File: config.mk
export PLATFORM = sky130hd
export DESIGN_NAME = fft8_twiddle_lut
export DESIGN_NICKNAME = d
export VERILOG_FILES = /design/src/rtl/fft8_twiddle_lut.sv
export SDC_FILE = /design/constraint.sdc
export NUM_CORES = 1
export LEC_CHECK = 0
export CORE_MARGIN = 5
export CORE_UTILIZATION = 26
export DETAILED_ROUTE_END_ITERATION = 10
export PLACE_DENSITY_LB_ADDON = 0.08
export SLEW_MARGIN = 5
export SYNTH_ARGS = -nofsm -noshare
export SYNTH_HDL_FRONTEND = slang
export SYNTH_SLANG_ARGS = --single-unit
File: constraint.sdc
create_clock -name Clk -period 1.6 [get_ports Clk]
set_input_delay 0.16 -clock Clk [delete_from_list [all_inputs] [get_ports Clk]]
set_output_delay 0.16 -clock Clk [all_outputs]
set_load 0.02 [all_outputs]
File: src/rtl/fft8_twiddle_lut.sv
// ----------------------------------------------------------------------------
// fft8_twiddle_lut
// Twiddle-factor ROM for the radix-2 DIT FFT core.
//   twiddle = {re, im} = round(32767 * (cos(2*pi*n/N) - j*sin(2*pi*n/N)))
// Only a quarter-wave table of N/4+1 sine magnitudes is built. The constants
// are computed at elaboration, so no trig logic or multipliers are generated.
// The other quadrants come from swapping and negating, selected by n[LOG2N-1:LOG2N-2].
// Rounding is to nearest with ties away from zero, and it is symmetric, so
// negating a rounded magnitude gives the same value as the direct formula.
// Addresses n >= N return zero and set a sticky range_err flag.
//
// Optional macro FFT_TWIDDLE_REG_OUT_EN: when defined, twiddle is registered
// and has one cycle of latency. The default build is a combinational lookup.
// ----------------------------------------------------------------------------
module fft8_twiddle_lut #(
  parameter int N  = 8,   // transform size, power of two, 8..1024
  parameter int AW = 10   // address width, 2**AW >= N
) (
  input  logic          Clk,
  input  logic          Reset_n,
  input  logic [AW-1:0] n,
  input  logic          err_clr,
  output logic [31:0]   twiddle,
  output logic          range_err
);

  localparam int  LOG2N = $clog2(N);
  localparam int  QW    = LOG2N - 2;   // bits of the offset inside a quadrant
  localparam int  QN    = N / 4;       // quarter-wave table spans 0..QN
  localparam real PI    = 3.14159265358979323846;

  // Quarter-wave sine magnitudes: sin_q[k] = round(32767*sin(2*pi*k/N)).
  // All entries are >= 0, so adding 0.5 and truncating rounds ties away from zero.
  logic [15:0] sin_q [0:QN];

  for (genvar k = 0; k <= QN; k++) begin : g_quarter
    localparam int MAG = $rtoi(32767.0 * $sin(2.0 * PI * k / N) + 0.5);
    // NOTE: the ROM is pure constants, so it needs no reset.
    assign sin_q[k] = MAG[15:0];
  end

  logic               out_of_range;
  logic [1:0]         quad;
  logic [QW-1:0]      offs;
  logic [QW:0]        offs_c;      // complementary offset for the cosine term
  logic signed [15:0] s_sin;
  logic signed [15:0] s_cos;
  logic signed [15:0] re;
  logic signed [15:0] im;
  logic [31:0]        twiddle_c;

  assign out_of_range = (32'(n) >= 32'(N));
  assign quad         = n[LOG2N-1 -: 2];
  assign offs         = n[QW-1:0];
  assign offs_c       = (QW+1)'(QN) - {1'b0, offs};
  assign s_sin        = $signed(sin_q[{1'b0, offs}]);
  assign s_cos        = $signed(sin_q[offs_c]);

  // Quadrant symmetry: theta = quad*90deg + phi, using sin(phi) and cos(phi).
  always_comb begin
    // NOTE: assign defaults first so every path drives re/im and no latch is inferred.
    re = '0;
    im = '0;
    unique case (quad)
      2'd0: begin re =  s_cos; im = -s_sin; end
      2'd1: begin re = -s_sin; im = -s_cos; end
      2'd2: begin re = -s_cos; im =  s_sin; end
      2'd3: begin re =  s_sin; im =  s_cos; end
    endcase
  end

  assign twiddle_c = out_of_range ? 32'h0000_0000 : {re, im};

`ifdef FFT_TWIDDLE_REG_OUT_EN
  // Registered output: one cycle of latency from n, forced to zero in reset.
  always_ff @(posedge Clk or negedge Reset_n) begin
    if (!Reset_n) begin
      twiddle <= '0;
    end else begin
      twiddle <= twiddle_c;
    end
  end
`else
  assign twiddle = twiddle_c;
`endif

  // Sticky range flag: a bad address sets it and wins over a clear in the same cycle.
  always_ff @(posedge Clk or negedge Reset_n) begin
    if (!Reset_n) begin
      range_err <= 1'b0;
    end else if (out_of_range) begin
      // NOTE: state uses non-blocking assignments, so every flop samples pre-edge values.
      range_err <= 1'b1;
    end else if (err_clr) begin
      range_err <= 1'b0;
    end
  end

endmodule

=== After elaboration in Yosys (flattened, before gate mapping) ===
Index checks and enable logic that the tools add are counted.

* Input port bits: 13
* Word-level logic and storage cells: 25
* Register bits after elaboration: 1

* Reduce and logical (&&, ||, !) cells: 2
* Bitwise logic cells: 2
* Add/subtract/negate cells: 3
* Mux-type cells: 11
* Order comparisons: 3
* Equality and inequality tests: 3

{| class="wikitable"
|+ Operators by type and width
! cell !! count
|-
| 16-bit one-hot mux with 4 select lines || 2
|-
| 16-bit binary-select mux with 2-bit select || 2
|-
| 16-bit two-way mux || 4
|-
| 32-bit two-way mux || 1
|-
| 16-bit negation || 2
|-
| 10-bit by 4-bit >= comparator with 1-bit output, second input constant || 1
|-
| 3-bit >= comparator, second input constant || 2
|-
| 2-bit == test, second input constant || 2
|-
| 1-bit inverter with 3-bit output || 1
|-
| 2-bit inverter with 3-bit output || 1
|-
| 2-bit by 1-bit == test with 1-bit output, second input constant || 1
|-
| 2-bit zero test || 1
|-
| 1-bit two-way mux || 2
|-
| 2-bit nonzero test || 1
|-
| 2-bit by 1-bit subtractor with 2-bit output, first input constant || 1
|}

=== Logic depth before layout (Yosys ltp) ===
* Depth in word-level cells: 8
* Depth in mapped cells: 5
* Gate-level depth less buffers: 3

=== Worst setup path before layout ===
OpenSTA, ideal clock, no wires.

* Path type: in2out
* From: in n[0]
* To: out twiddle[19]
* Path buffers: 2
* Setup slack: -170 ps
* Arrival time: 1610 ps
* Required time: 1440 ps
* Stages: 5
* Path through: buf_6 nor2b_4 or3_1 a21oi_1 buf_4

* Word-level cells in the longest chain between the ends: 8
* Elaborated cells on any way between the ends: 14

{| class="wikitable"
|+ RTL lines
! what !! RTL line !! source
|-
| from (decl) || 21 || <nowiki>input logic [AW-1:0] n,</nowiki>
|-
| 2-bit by 1-bit subtractor with 2-bit output || 55 || <nowiki>assign offs_c = (QW+1)'(QN) - {1'b0, offs};</nowiki>
|-
| 2-bit inverter with 3-bit output (implied by the code) || 57 || <nowiki>assign s_cos = $signed(sin_q[offs_c]);</nowiki>
|-
| 16-bit binary-select mux with 2-bit select || 57 ||
|-
| 16-bit two-way mux (implied by the code) (2 in series) || 57 ||
|-
| 16-bit negation || 67 || <nowiki>2'd2: begin re = -s_cos; im = s_sin; end</nowiki>
|-
| 16-bit one-hot mux with 4 select lines || 64 || <nowiki>unique case (quad)</nowiki>
|-
| 32-bit two-way mux (*) || 72 || <nowiki>assign twiddle_c = out_of_range ? 32'h0000_0000 : {re, im};</nowiki>
|-
| to (decl) || 23 || <nowiki>output logic [31:0] twiddle,</nowiki>
|}

Every way passes the cells marked *; elsewhere a longest branch is shown, timed or not. The select of a mux whose other input is x is not followed.

=== Worst setup path in the final report ===
* From: in n[9]
* To: out twiddle[14]

* Word-level cells in the longest chain between the ends: 2

{| class="wikitable"
|+ RTL lines
! what !! RTL line !! source
|-
| 10-bit by 4-bit >= comparator with 1-bit output || 52 || <nowiki>assign out_of_range = (32'(n) >= 32'(N));</nowiki>
|-
| 32-bit two-way mux || 72 ||
|}

Every way passes these cells.

==> impl_metrics.yaml <==
run_status:
  status: "finished clean"
final_layout:
  largest_reg_flops: 1
  diodes: 0
  largestRegisters: "range_err x1"
  regMostFlops: "range_err"
  drive_gt1_share_pct: 65.9
  stdcell_area_um2: 714
  final_nets: 100
  stdcell_count: 101
  areaGrowthSynthToFinish_pct: 79.6
logic_synthesis:
  ys_seq_area_share_pct: 6.29
  yosys-top-cells-count: "22 x buf_4, 4 x a21oi_1, 4 x nor2_1"
  yosys_warnings: 0
  synthCells: 53
  ys.flop_type: "dfrtp_1"
  yosysTopAreaCellShare_pct: 41.5
  yosysUniqueCellTypes: 21
  ys_ff_latch: 1
  synth_most_common_cell: "buf_4"
  synth.largest_area_cell: "buf_4"
  ys_top_cells_by_area: "buf_4 42%, dfrtp_1 6.3%, buf_6 5.7%, nor4_4 5.3%, a21oi_1 5.0%"
  avgSynthCellArea_um2: 7.51
  synth_nets: 66
  synthArstFlopShare_pct: 100
  synth_edf_count: 0
  synth_area_um2: 398
floorplan:
  row_count: 14
  core_mm2: 0.00147
  start_util_pct: 27.0
  io_pins: 46
  die_area_mm2: 0.00241
  fp.dieW_um: 49.1
  die_h_um: 49.1
routing:
  wire_per_inst_um: 10.2
  drc_errors: 0
  drt_iter0_markers: 0
  num_vias: 414
  vias_per_cell: 4.10
  firstDrtPassIters: 1
  wirelength_um: 1030
  detail-route-antenna-nets: 0
grt:
  grt_pass1_vias: 399
  grt_max_degree: 9
  overflow: 0
  grt_pass1_wl_um: 1790
  grtUsageTotal_pct: 8.21
  antenna_found_initial: 0
setup_path:
  crit_required_ns: 1.44
  path_cells: "dlygate4sd2_1 > nor4_4 > nand2_4 > nor3b_4 > buf_2"
  cp_slowest_stage_delay_ns: 0.34
  worst_setup_path_start_kind: "primary input"
  worst-setup-path-type: "primary input to output pin"
  cpMaxStageDelayCell: "nor4_4"
  cp.arrival_ns: 1.39
  reg2reg_setup_slack_ns: 0.97
  cp-end-kind: "output pin"
  critical_path.max_fanout: 7
clock_network:
  worstSkewPairLatency_ns: 0
  clk_pin_slew_ns: 0
timing:
  period_minus_slack_ns: 1.55
  max_slew_margin_pct: 80.9
  rsz0062_at_grt: "yes"
  tightestPinTransition_ns: 0.284
  finalMaxSlewViolations: 0
  skew_ns: 0
  fin_crit_sh_pct: 97.2
  hold_viol_final: 0
  finalSetupViolCount: 0
  fmax_mhz: 643
  timing.hold.ws_ns: 0.309
power:
  pwr_density_cell_mw_per_mm2: 149
  p_total_mw: 0.107
  power.leakage_nw: 0.407
  irDropWorstVdd_mv: 0.121
placed_design:
  port-buffer-count: 45
  dpl.cell_count: 100
  dpl_cell_area_um2: 763
  dp_hpwl_um: 898
  finalWeightedCongestion: 0.624
worst_hold_path:
  min_path_type: "primary input to asynchronous set/reset pin"
run:
  max_cap_violations: 0
-- critical path, delay by kind of cell --
| family | cells | cell delay [ns] |
|---|---|---|
| AND/OR/NAND/NOR | 3 | 0.75 |
| buffers and inverters | 2 | 0.47 |
-- kinds of logic (layout without fill, tap and decap cells) --
| kind of cell | Yosys count | in the layout | synth area share, % |
|---|---|---|---|
| AND/OR/NAND/NOR | 20 | 20 | 34.3 |
| flip-flops | 1 | 1 | 6.29 |
| AO/OA/AOI/OAI | 4 | 4 | 5.03 |
| buffers and inverters | 26 | 58 | 49.1 |
| multiplexers | 2 | 2 | 5.35 |
-- worst paths after layout --
path                                 from          end  depth (start not counted)
worst max register to register  range_err    range_err                          2
max in group asynchronous         Reset_n    range_err                          1
worst min-delay path              Reset_n    range_err                          1
worst max-delay path                 n[9]  twiddle[14]                          5
min in group Clk                range_err    range_err                          2
worst min register to register  range_err    range_err                          2
-- per-stage QoR --
| step | utilization, % | setup TNS (ns) | setup WS, ns |
|---|---|---|---|
| 2_1_floorplan | - | 0 | 0.0274 |
| 3_3_place_gp | 51.9 | -18.75 | -0.702 |
| 3_5_place_dp | 51.9 | -19.06 | -0.704 |
| 4_1_cts | 47.4 | 0 | 0.0119 |
| 5_1_grt | 48.6 | -0.212 | -0.0543 |
| 6_report | 48.6 | 0 | 0.0450 |
-- placed cells by master (no fill, tap or decap), types with 2 or more instances in the layout --
cell,n
nand3_1,2
buf_2,20
a21oi_1,2
buf_4,15
dlygate4sd2_1,8
clkdlybuf4s50_1,4
buf_6,7
nor3_1,2
nor2_1,4
nand2_1,2
-- final cells by class --
class / count / area [µm²]
Sequential cell: 1 / 25.0
Multi-Input combinational cell: 26 / 220
Fill cell: 170 / 757
Tap cell: 16 / 20.0
Timing Repair Buffer: 57 / 445
Inverter: 1 / 3.75
-- power breakdown --
group	total [mW]	internal [mW]	switching, mW	leakage, nW
clock	0	0	0	0
sequential	0.0259	0.0258	0.0000432	0.00877
combinational	0.0809	0.0463	0.0346	0.398
total	0.107	0.0721	0.0346	0.407
-- per-layer routing --
layer / wire length [µm] / vias up / global-route usage, %
li1: - / 214 / -
met1: 403 / 179 / 10.9
met2: 510 / 21 / 13.7
met3: 117 / 0 / 2.45
met4: 0 / 0 / 0
met5: 0 / - / 0
-- timing repair --
action | CTS | global route
resized for setup | 157 | 6
pin swaps | 4 | 2
endpoints found under the setup margin | 32 | 25
buffers inserted | 1 | 0
hold buffers | 0 | 0
No activity file was read; power rests on OpenSTA's default activity.
